[config.mk]
export PLATFORM = sky130hd
export DESIGN_NAME = svpwm_pwm_gen
export DESIGN_NICKNAME = d
export VERILOG_FILES = /design/src/rtl/svpwm_pkg.sv /design/src/rtl/pwm_deadband.sv /design/src/rtl/svpwm_pwm_gen.sv
export SDC_FILE = /design/constraint.sdc
export NUM_CORES = 1
export LEC_CHECK = 0
export CAP_MARGIN = 15
export CORE_ASPECT_RATIO = 1.5
export CORE_UTILIZATION = 45
export CTS_CLUSTER_SIZE = 24
export DETAILED_ROUTE_END_ITERATION = 8
export DONT_BUFFER_PORTS = 1
export MAX_ROUTING_LAYER = met4
export PLACE_DENSITY = 0.68
export RECOVER_POWER = 100
export REMOVE_ABC_BUFFERS = 1
export SLEW_MARGIN = 20
export SYNTH_ARGS = -nofsm -noshare
export SYNTH_HDL_FRONTEND = slang
export SYNTH_HIERARCHICAL = 1
export SYNTH_SLANG_ARGS = --single-unit
[constraint.sdc]
create_clock -name sys_clk -period 3.6 [get_ports sys_clk]
set_input_delay 0.72 -clock sys_clk [delete_from_list [all_inputs] [get_ports sys_clk]]
set_output_delay 0.72 -clock sys_clk [all_outputs]
set_load 0.01 [all_outputs]
[src/rtl/svpwm_pkg.sv]
// svpwm_pkg: shared types and constants for the SVPWM gate generator.
package svpwm_pkg;
    localparam int CNT_W_DEF = 16;
    localparam logic UP = 1'b0;
    localparam logic DOWN = 1'b1;
    typedef enum logic [1:0] {DEAD, HI, LO} phase_state_t;
endpackage

[src/rtl/pwm_deadband.sv]
// pwm_deadband: one inverter leg; turns the raw demand into non-overlapping h/l gates
// with DT_CYCLES of both-off whenever the driven side changes.
module pwm_deadband
    import svpwm_pkg::*;
#(
    parameter int DT_CYCLES = 50
) (
    input  logic sys_clk,
    input  logic rst_n,
    input  logic en,
    input  logic raw,
    output logic h,
    output logic l
);
    localparam int DW = (DT_CYCLES > 1) ? $clog2(DT_CYCLES) : 1;
    localparam logic [DW-1:0] DT_LD = DW'(DT_CYCLES - 1);
    phase_state_t st, st_n;
    logic [DW-1:0] dt_cnt, dt_n, eff;
    logic raw_q;
    always_ff @(posedge sys_clk or negedge rst_n) begin
        if (!rst_n) begin
            st <= DEAD;
            dt_cnt <= DT_LD;
            raw_q <= 1'b0;
            h <= 1'b0;
            l <= 1'b0;
        end else begin
            st <= st_n;
            dt_cnt <= dt_n;
            raw_q <= raw;
            h <= (st_n == HI);
            l <= (st_n == LO);
        end
    end
    // a change of raw while dead counts as the first cycle of a fresh gap
    always_comb begin
        eff = (raw != raw_q) ? DT_LD : dt_cnt;
        st_n = st;
        dt_n = DT_LD;
        if (!en) st_n = DEAD;
        else if (st == DEAD) begin
            if (eff == '0) st_n = raw ? HI : LO;
            else dt_n = eff - 1'b1;
        end else if (raw != (st == HI)) st_n = DEAD;
    end
endmodule

[src/rtl/svpwm_pwm_gen.sv]
// svpwm_pwm_gen: center-aligned three-phase PWM with shadowed compares and sync/ovr strobes.
// Per-phase dead-band is built in when SVPWM_DEADTIME_EN is defined.
module svpwm_pwm_gen
    import svpwm_pkg::*;
#(
    parameter int CNT_W = CNT_W_DEF,
    parameter int PERIOD = 2500,
    parameter int DT_CYCLES = 50
) (
    input  logic             sys_clk,
    input  logic             rst_n,
    input  logic             en,
    input  logic             ld,
    input  logic [CNT_W-1:0] CP1,
    input  logic [CNT_W-1:0] CP2,
    input  logic [CNT_W-1:0] CP3,
    output logic [2:0]       pwm_h,
    output logic [2:0]       pwm_l,
    output logic             sync,
    output logic             ovr
);
    localparam logic [CNT_W-1:0] PER = CNT_W'(PERIOD);
    logic [CNT_W-1:0] cnt;
    logic dir;
    logic [2:0][CNT_W-1:0] cmp, pend_cp, cmp_n;
    logic pend, at_zero, xfer;
    logic [2:0] raw;

    if (DT_CYCLES < 1) begin : g_dt_chk
        $error("DT_CYCLES must be at least 1");
    end

    assign at_zero = en && (cnt == '0);
    assign xfer = at_zero && pend;

    always_ff @(posedge sys_clk or negedge rst_n) begin
        if (!rst_n) begin
            cnt <= '0;
            dir <= UP;
        end else if (!en) begin
            cnt <= '0;
            dir <= UP;
        end else if (cnt == PER) begin
            cnt <= cnt - 1'b1;
            dir <= DOWN;
        end else if (cnt == '0) begin
            cnt <= cnt + 1'b1;
            dir <= UP;
        end else cnt <= (dir == UP) ? cnt + 1'b1 : cnt - 1'b1;
    end

    // a load landing on the zero cycle is not an overrun: the old value is consumed there
    always_ff @(posedge sys_clk or negedge rst_n) begin
        if (!rst_n) begin
            pend_cp <= '0;
            cmp <= '0;
            pend <= 1'b0;
            ovr <= 1'b0;
            sync <= 1'b0;
        end else begin
            if (ld) pend_cp <= {CP3, CP2, CP1};
            if (xfer) cmp <= cmp_n;
            pend <= ld | (pend & ~xfer);
            ovr <= ld & pend & ~xfer;
            sync <= at_zero;
        end
    end

    always_comb begin
        cmp_n = '0;
        raw = '0;
        for (int i = 0; i < 3; i++) begin
            cmp_n[i] = (pend_cp[i] > PER) ? PER : pend_cp[i];
            raw[i] = (cmp[i] >= PER) ? 1'b1 : (cnt < cmp[i]);
        end
    end

`ifdef SVPWM_DEADTIME_EN
    for (genvar i = 0; i < 3; i++) begin : g_ph
        pwm_deadband #(.DT_CYCLES(DT_CYCLES)) u_db (
            .sys_clk(sys_clk),
            .rst_n(rst_n),
            .en(en),
            .raw(raw[i]),
            .h(pwm_h[i]),
            .l(pwm_l[i])
        );
    end
`else
    always_ff @(posedge sys_clk or negedge rst_n) begin
        if (!rst_n) begin
            pwm_h <= '0;
            pwm_l <= '0;
        end else begin
            pwm_h <= en ? raw : 3'b000;
            pwm_l <= en ? ~raw : 3'b000;
        end
    end
`endif
endmodule

# After elaboration in Yosys (flattened, before gate mapping)
# Cells that the tools add are included.
# Widths: inputs -> output; s select.
[totals] reg_bits=122 in_bits=52 out_inout_bits=8 elab_cells=50
[classes] addsub=2 magnitude_cmp=9 n_eq_ne=2 mux=15 n_bitwise=6 reduce_logical=3
[ops] cell="$mux 16" n=7
[ops] cell="$ge 16x12->1 const B" n=3
[ops] cell="$gt 16x12->1 const B" n=3
[ops] cell="$lt 16x16->1" n=3
[ops] cell="$add 16x1->16 const B" n=1
[ops] cell="$eq 16x12->1 const B" n=1
[ops] cell="$logic_not 16->1" n=1
[ops] cell="$sub 16x1->16 const B" n=1
[ops] cell="$mux 1" n=6
[ops] cell="$mux 3" n=2
[ops] cell="$and 1x1->1" n=3
[ops] cell="$ne 3x1->1 const B" n=1
[ops] cell="$not 3->3" n=1
[ops] cell="$logic_and 1x1->1" n=2
[ops] cell="$not 1->1" n=1
[ops] cell="$or 1x1->1" n=1

# Depth between registers and ports, before layout
[depth] ltp_word=6 ltp_mapped=10 mapped_depth_nobuf=7

# Worst setup path before layout
# OpenSTA, ideal clock, no wires.
[synth_timing] kind="register -> register" startpoint="reg cnt[0]" endpoint="reg cnt[3]" setup_ns=0.079 arrival_ns=2.404 required_ns=3.521 path_slack_ns=1.116 path_stages_with_launch=9 path_buffers=1 period_less_slack_ns=2.484 path_cell_list="dfrtp_1 > clkbuf_1 > inv_1 > ha_1 > or3b_2 > o41a_4 > nor2_4 > mux2i_1 > mux2i_1"
[synth_via] elab_chain_cells=5 elab_cells_between_ends=8 cone_classes="2 x add/sub; 1 x eq/ne; 4 x mux; 1 x reduce/logical"
[synth_rtl] element="from (decl)" line="svpwm_pwm_gen.sv:23" text="logic [CNT_W-1:0] cnt;"
[synth_rtl] element="from (signal assigned)" line="svpwm_pwm_gen.sv:44" text="cnt <= cnt - 1'b1;"
[synth_rtl] element="from (signal assigned)" line="svpwm_pwm_gen.sv:47" text="cnt <= cnt + 1'b1;"
[synth_rtl] element="from (signal assigned)" line="svpwm_pwm_gen.sv:49" text="end else cnt <= (dir == UP) ? cnt + 1'b1 : cnt - 1'b1;"
[synth_rtl] element="$add 16x1->16 or $sub 16x1->16 (tied branches)" line="svpwm_pwm_gen.sv:47, svpwm_pwm_gen.sv:49, svpwm_pwm_gen.sv:44"
[synth_rtl] element="$mux 16" line="svpwm_pwm_gen.sv:49"
[synth_rtl] element="$mux 16" line="svpwm_pwm_gen.sv:46" text="end else if (cnt == '0) begin"
[synth_rtl] element="$mux 16 *" line="svpwm_pwm_gen.sv:43" text="end else if (cnt == PER) begin"
[synth_rtl] element="$mux 16 *" line="svpwm_pwm_gen.sv:40" text="end else if (!en) begin"
# Mark *: on every way between the ends. The rest lies on a longest branch, timed or not.
# A chain may end at the register's enable or synchronous reset.

# Worst setup path after layout
[layout_timing] startpoint="reg cnt[1]" endpoint="reg cmp[17] (netlist bit)"
[layout_via] elab_chain_cells=3
[layout_rtl] element="$logic_not 16->1" line="svpwm_pwm_gen.sv:33" text="assign at_zero = en && (cnt == '0);"
[layout_rtl] element="$logic_and 1x1->1" line="svpwm_pwm_gen.sv:33"
[layout_rtl] element="$logic_and 1x1->1" line="svpwm_pwm_gen.sv:34" text="assign xfer = at_zero && pend;"
[layout_rtl] element="to (signal assigned)" line="svpwm_pwm_gen.sv:62" text="if (xfer) cmp <= cmp_n;"
[layout_rtl] element="to (decl)" line="svpwm_pwm_gen.sv:25" text="logic [2:0][CNT_W-1:0] cmp, pend_cp, cmp_n;"
# Every way passes these cells.

==> results.txt <==
- Headroom to the max-slew limit came out at 36.2%.
* Routability Congestion: 0.911
* Final hold vios: 0
- Yosys warnings: 6
- Number of nets in the layout: 709
- Insertion delay to the later sink of the worst-skew pair: 0.41 ns
- Maximum number of pins on one net before global-route repair: 112
- Row Count: 53
- Area of the core region: 14000 sq um
* Number of CTS-inserted buffers: 17
* Mapped cell area: 6450 sq um
- Across the routed clock network, the largest skew measured is 0.00767 ns.
- The die covers 14800 sq um.
- Horizontal die dimension: 99.8 um
- In the routed layout, each cell is associated on average with a via count of 5.73.
* Buffer cell driving the clock tree root: sky130_fd_sc_hd__clkbuf_16
- For this configuration, the core starts out at a cell density of 46.1%.
- For this run, asynchronously set or reset flops after synthesis account for 100%.
* Number of flip-flops and latches in the synthesized netlist: 122
- Static leakage: 3.34 nW
- Post-CTS repair changed the size of 0 cells.
* Count of buffers from port buffering: 0
* Post-synthesis cell type count: 57
* Maximum root-to-sink buffer count: 2
- Setup repair after global routing left no endpoint under its margin.
* Met3 layer wire length in the routed design: 481 um
- Critical path start-end classification: reg -> reg
- Maximum VDD drop: 0.000299 V
* Type of origin of the critical path: flip-flop
- Wire length of the first global-routing pass: 23.9 mm
* Final setup violating endpoints: 0
- Adding up every negative setup slack in the final design gives 0 ns.
- The library cell used most frequently in the layout, excluding fill and tap cells, is sky130_fd_sc_hd__dfrtp_1.
- Routed wire length: 14.6 mm
* Die height: 149 um
- For this design the top-level I/O count stands at 60.
- Syn_area_per_cell: 10.6 sq um
* Leading register cell type out of synthesis: sky130_fd_sc_hd__dfrtp_1
- Count of clock tree sinks: 122
- After layout, the minimum clock period comes to 3.10 ns.
* Remaining Overflow, GRT: 0
- Leaving out fill and tap cells, the most frequent cells in the layout are sky130_fd_sc_hd__dfrtp_1, sky130_fd_sc_hd__nor2_1, sky130_fd_sc_hd__inv_1.
- Fraction of layout instances using a drive strength above 1: 17.0%
* Layout Area Growth over Synthesis: 11.9%
* Count of flip-flops with a built-in enable after synthesis: 0
- After detailed routing, the met2 layer carries 7.74 mm of wire.
- Dividing total power by cell area gives a power density of 498 nW/um^2.
- The number of antenna diodes in the final layout is 0.
- Post-Synthesis Cells: 607
- DRT met1 WL: 5.96 mm
- The path class of the tightest hold or removal check is in -> async.
- Worst Max-Slew Pin Slew: 0.948 ns
- Antenna-violating nets left: 0
- The initial antenna violation count is 0.
- The flow ran to the end, and the final reports show no timing, DRC or antenna violations.
- Final period utilization: 86.0%
* Detailed-route DRC error count: 0
* Wire per inst: 17.9 um
- Tot Pwr: 0.00360 W
- Data on the critical path is required at its endpoint by 3.90 ns.
- DP HPWL: 9.95 mm
- Global routing used 21.6% of the available tracks across all layers.
- Number of max-capacitance violations reported: 0
- Via count of the first global-routing pass: 4800
- First-pass detailed-route iteration total: 5
- After synthesis, flip-flops and latches occupy 47.3% of the total area.
- Largest fanout on the critical path: 30
* Post-CTS setup buffer count: 0
* Crit path arrival time: 3.39 ns
* Kind of capture point of the worst setup path: flip-flop
* Max-slew violations: 0
- Routed vias: 4667
- Starting DRT DRC Count: 234
- Timing would allow up to 323 MHz.
- Top Metal Used: met4
- H-tree depth: 4
- Clock slew seen by the registers of the worst setup and hold paths: 0.06 ns
* TritonCTS clock tree: done
==> final timing paths <==
check | slack [ns] | start | endpoint | depth (start not counted)
worst min register to register | 0.50 | pend_cp[29]$_DFFE_PN0P_ | pend_cp[29]$_DFFE_PN0P_ | 1
worst max-delay path | 0.50 | cnt[1]$_DFF_PN0_ | cmp[17]$_DFFE_PN0P_ | 8
max in group asynchronous | 2.36 | rst_n | cnt[4]$_DFF_PN0_ | 1
worst max register to register | 0.50 | cnt[1]$_DFF_PN0_ | cmp[17]$_DFFE_PN0P_ | 8
min in group sys_clk | 0.45 | ld | pend$_DFF_PN0_ | 1
worst min-delay path | 0.24 | rst_n | pend_cp[24]$_DFFE_PN0P_ | 1
==> final cells by class <==
class	instances	area (sq um)
Clock buffer	21	460
Inverter	53	199
Timing Repair Buffer	5	55.1
Sequential cell	122	3050
Multi-Input combinational cell	411	3070
Clock inverter	11	144
Tap cell	192	240
Fill cell	1263	6770
==> flip-flops by register name (all words and copies together) (netlist names) <==
| signal | cells |
|---|---|
| cmp | 48 |
| pend_cp | 48 |
| cnt | 16 |
| pwm_h | 3 |
| pwm_l | 3 |
| dir | 1 |
| ovr | 1 |
| pend | 1 |
| sync | 1 |
==> cells in the mapped netlist (4+ instances only) <==
master	number	area [sq um]
sky130_fd_sc_hd__nor3_1	14	70.1
sky130_fd_sc_hd__nand4_1	21	131
sky130_fd_sc_hd__nor4_1	8	50.1
sky130_fd_sc_hd__nand2_1	28	105
sky130_fd_sc_hd__o221ai_1	4	35.0
sky130_fd_sc_hd__a211oi_1	8	60.1
sky130_fd_sc_hd__mux2_2	48	541
sky130_fd_sc_hd__o41ai_1	5	43.8
sky130_fd_sc_hd__o21ai_0	18	90.1
sky130_fd_sc_hd__mux2i_1	11	110
sky130_fd_sc_hd__nand3_1	16	80.1
sky130_fd_sc_hd__o211ai_1	5	37.5
sky130_fd_sc_hd__or4_1	6	45.0
sky130_fd_sc_hd__clkbuf_1	9	33.8
sky130_fd_sc_hd__buf_1	5	18.8
sky130_fd_sc_hd__ha_1	47	588
sky130_fd_sc_hd__nor2_1	53	199
sky130_fd_sc_hd__and3_1	5	31.3
sky130_fd_sc_hd__and2_1	8	50.1
sky130_fd_sc_hd__a31o_2	15	131
sky130_fd_sc_hd__inv_1	53	199
sky130_fd_sc_hd__o21a_1	6	45.0
sky130_fd_sc_hd__a22oi_1	12	90.1
sky130_fd_sc_hd__a21o_1	4	30.0
sky130_fd_sc_hd__a21oi_1	18	90.1
sky130_fd_sc_hd__dfrtp_1	122	3050
sky130_fd_sc_hd__nand2b_1	13	81.3
==> metrics by stage <==
stage	instances	setup WS (ns)	hold slack (ns)	util, %	cell area (sq um)
after CTS	815	0.729	0.281	51.8	7250
after detailed placement	781	0.781	0.429	47.2	6610
after global routing	815	0.301	0.286	51.6	7220
after floorplan	586	0.608	0.424	-	6350
after global placement	781	0.834	0.429	47.2	6610
final	815	0.503	0.241	51.6	7220
==> critical path, stage by stage, from the launching register on <==
cell and delay (ns):
sky130_fd_sc_hd__dfrtp_1 0.47, sky130_fd_sc_hd__inv_1 0.11, sky130_fd_sc_hd__ha_1 0.17, sky130_fd_sc_hd__or3b_2 0.53, sky130_fd_sc_hd__nor3_1 0.49, sky130_fd_sc_hd__and4_1 0.28
sky130_fd_sc_hd__clkbuf_2 0.53, sky130_fd_sc_hd__nor2_1 0.13, sky130_fd_sc_hd__a31o_2 0.25
==> metal layers <==
| metal | vias up | global-route usage, % |
|---|---|---|
| li1 | 2207 | - |
| met1 | 2302 | 24.6 |
| met2 | 121 | 37.0 |
| met3 | 37 | 3.76 |
| met4 | 0 | 9.63 |
| met5 | - | - |
==> power breakdown <==
part | switching (W) | leakage, nW | internal, W
registers | 0.0000781 | 1.51 | 0.00147
clock network | 0.000612 | 0.297 | 0.00112
logic | 0.000174 | 1.54 | 0.000144
==> timing repair <==
| item | in CTS | in global routing |
|---|---|---|
| endpoints found under the hold margin | 111 | 0 |
| setup endpoints to repair | 0 | 0 |
| hold buffers | 2 | 0 |
==> cells by family after synthesis <==
group,after synthesis,synth area share [%]
buffers and inverters,74,4.77
multiplexers,59,10.1
XOR/XNOR,2,0.271
flip-flops,122,47.3
AO/OA/AOI/OAI,109,12.3
adder cells (fa/ha/maj),47,9.11
AND/OR/NAND/NOR,194,16.1
Power figures use the tool's default switching activity.
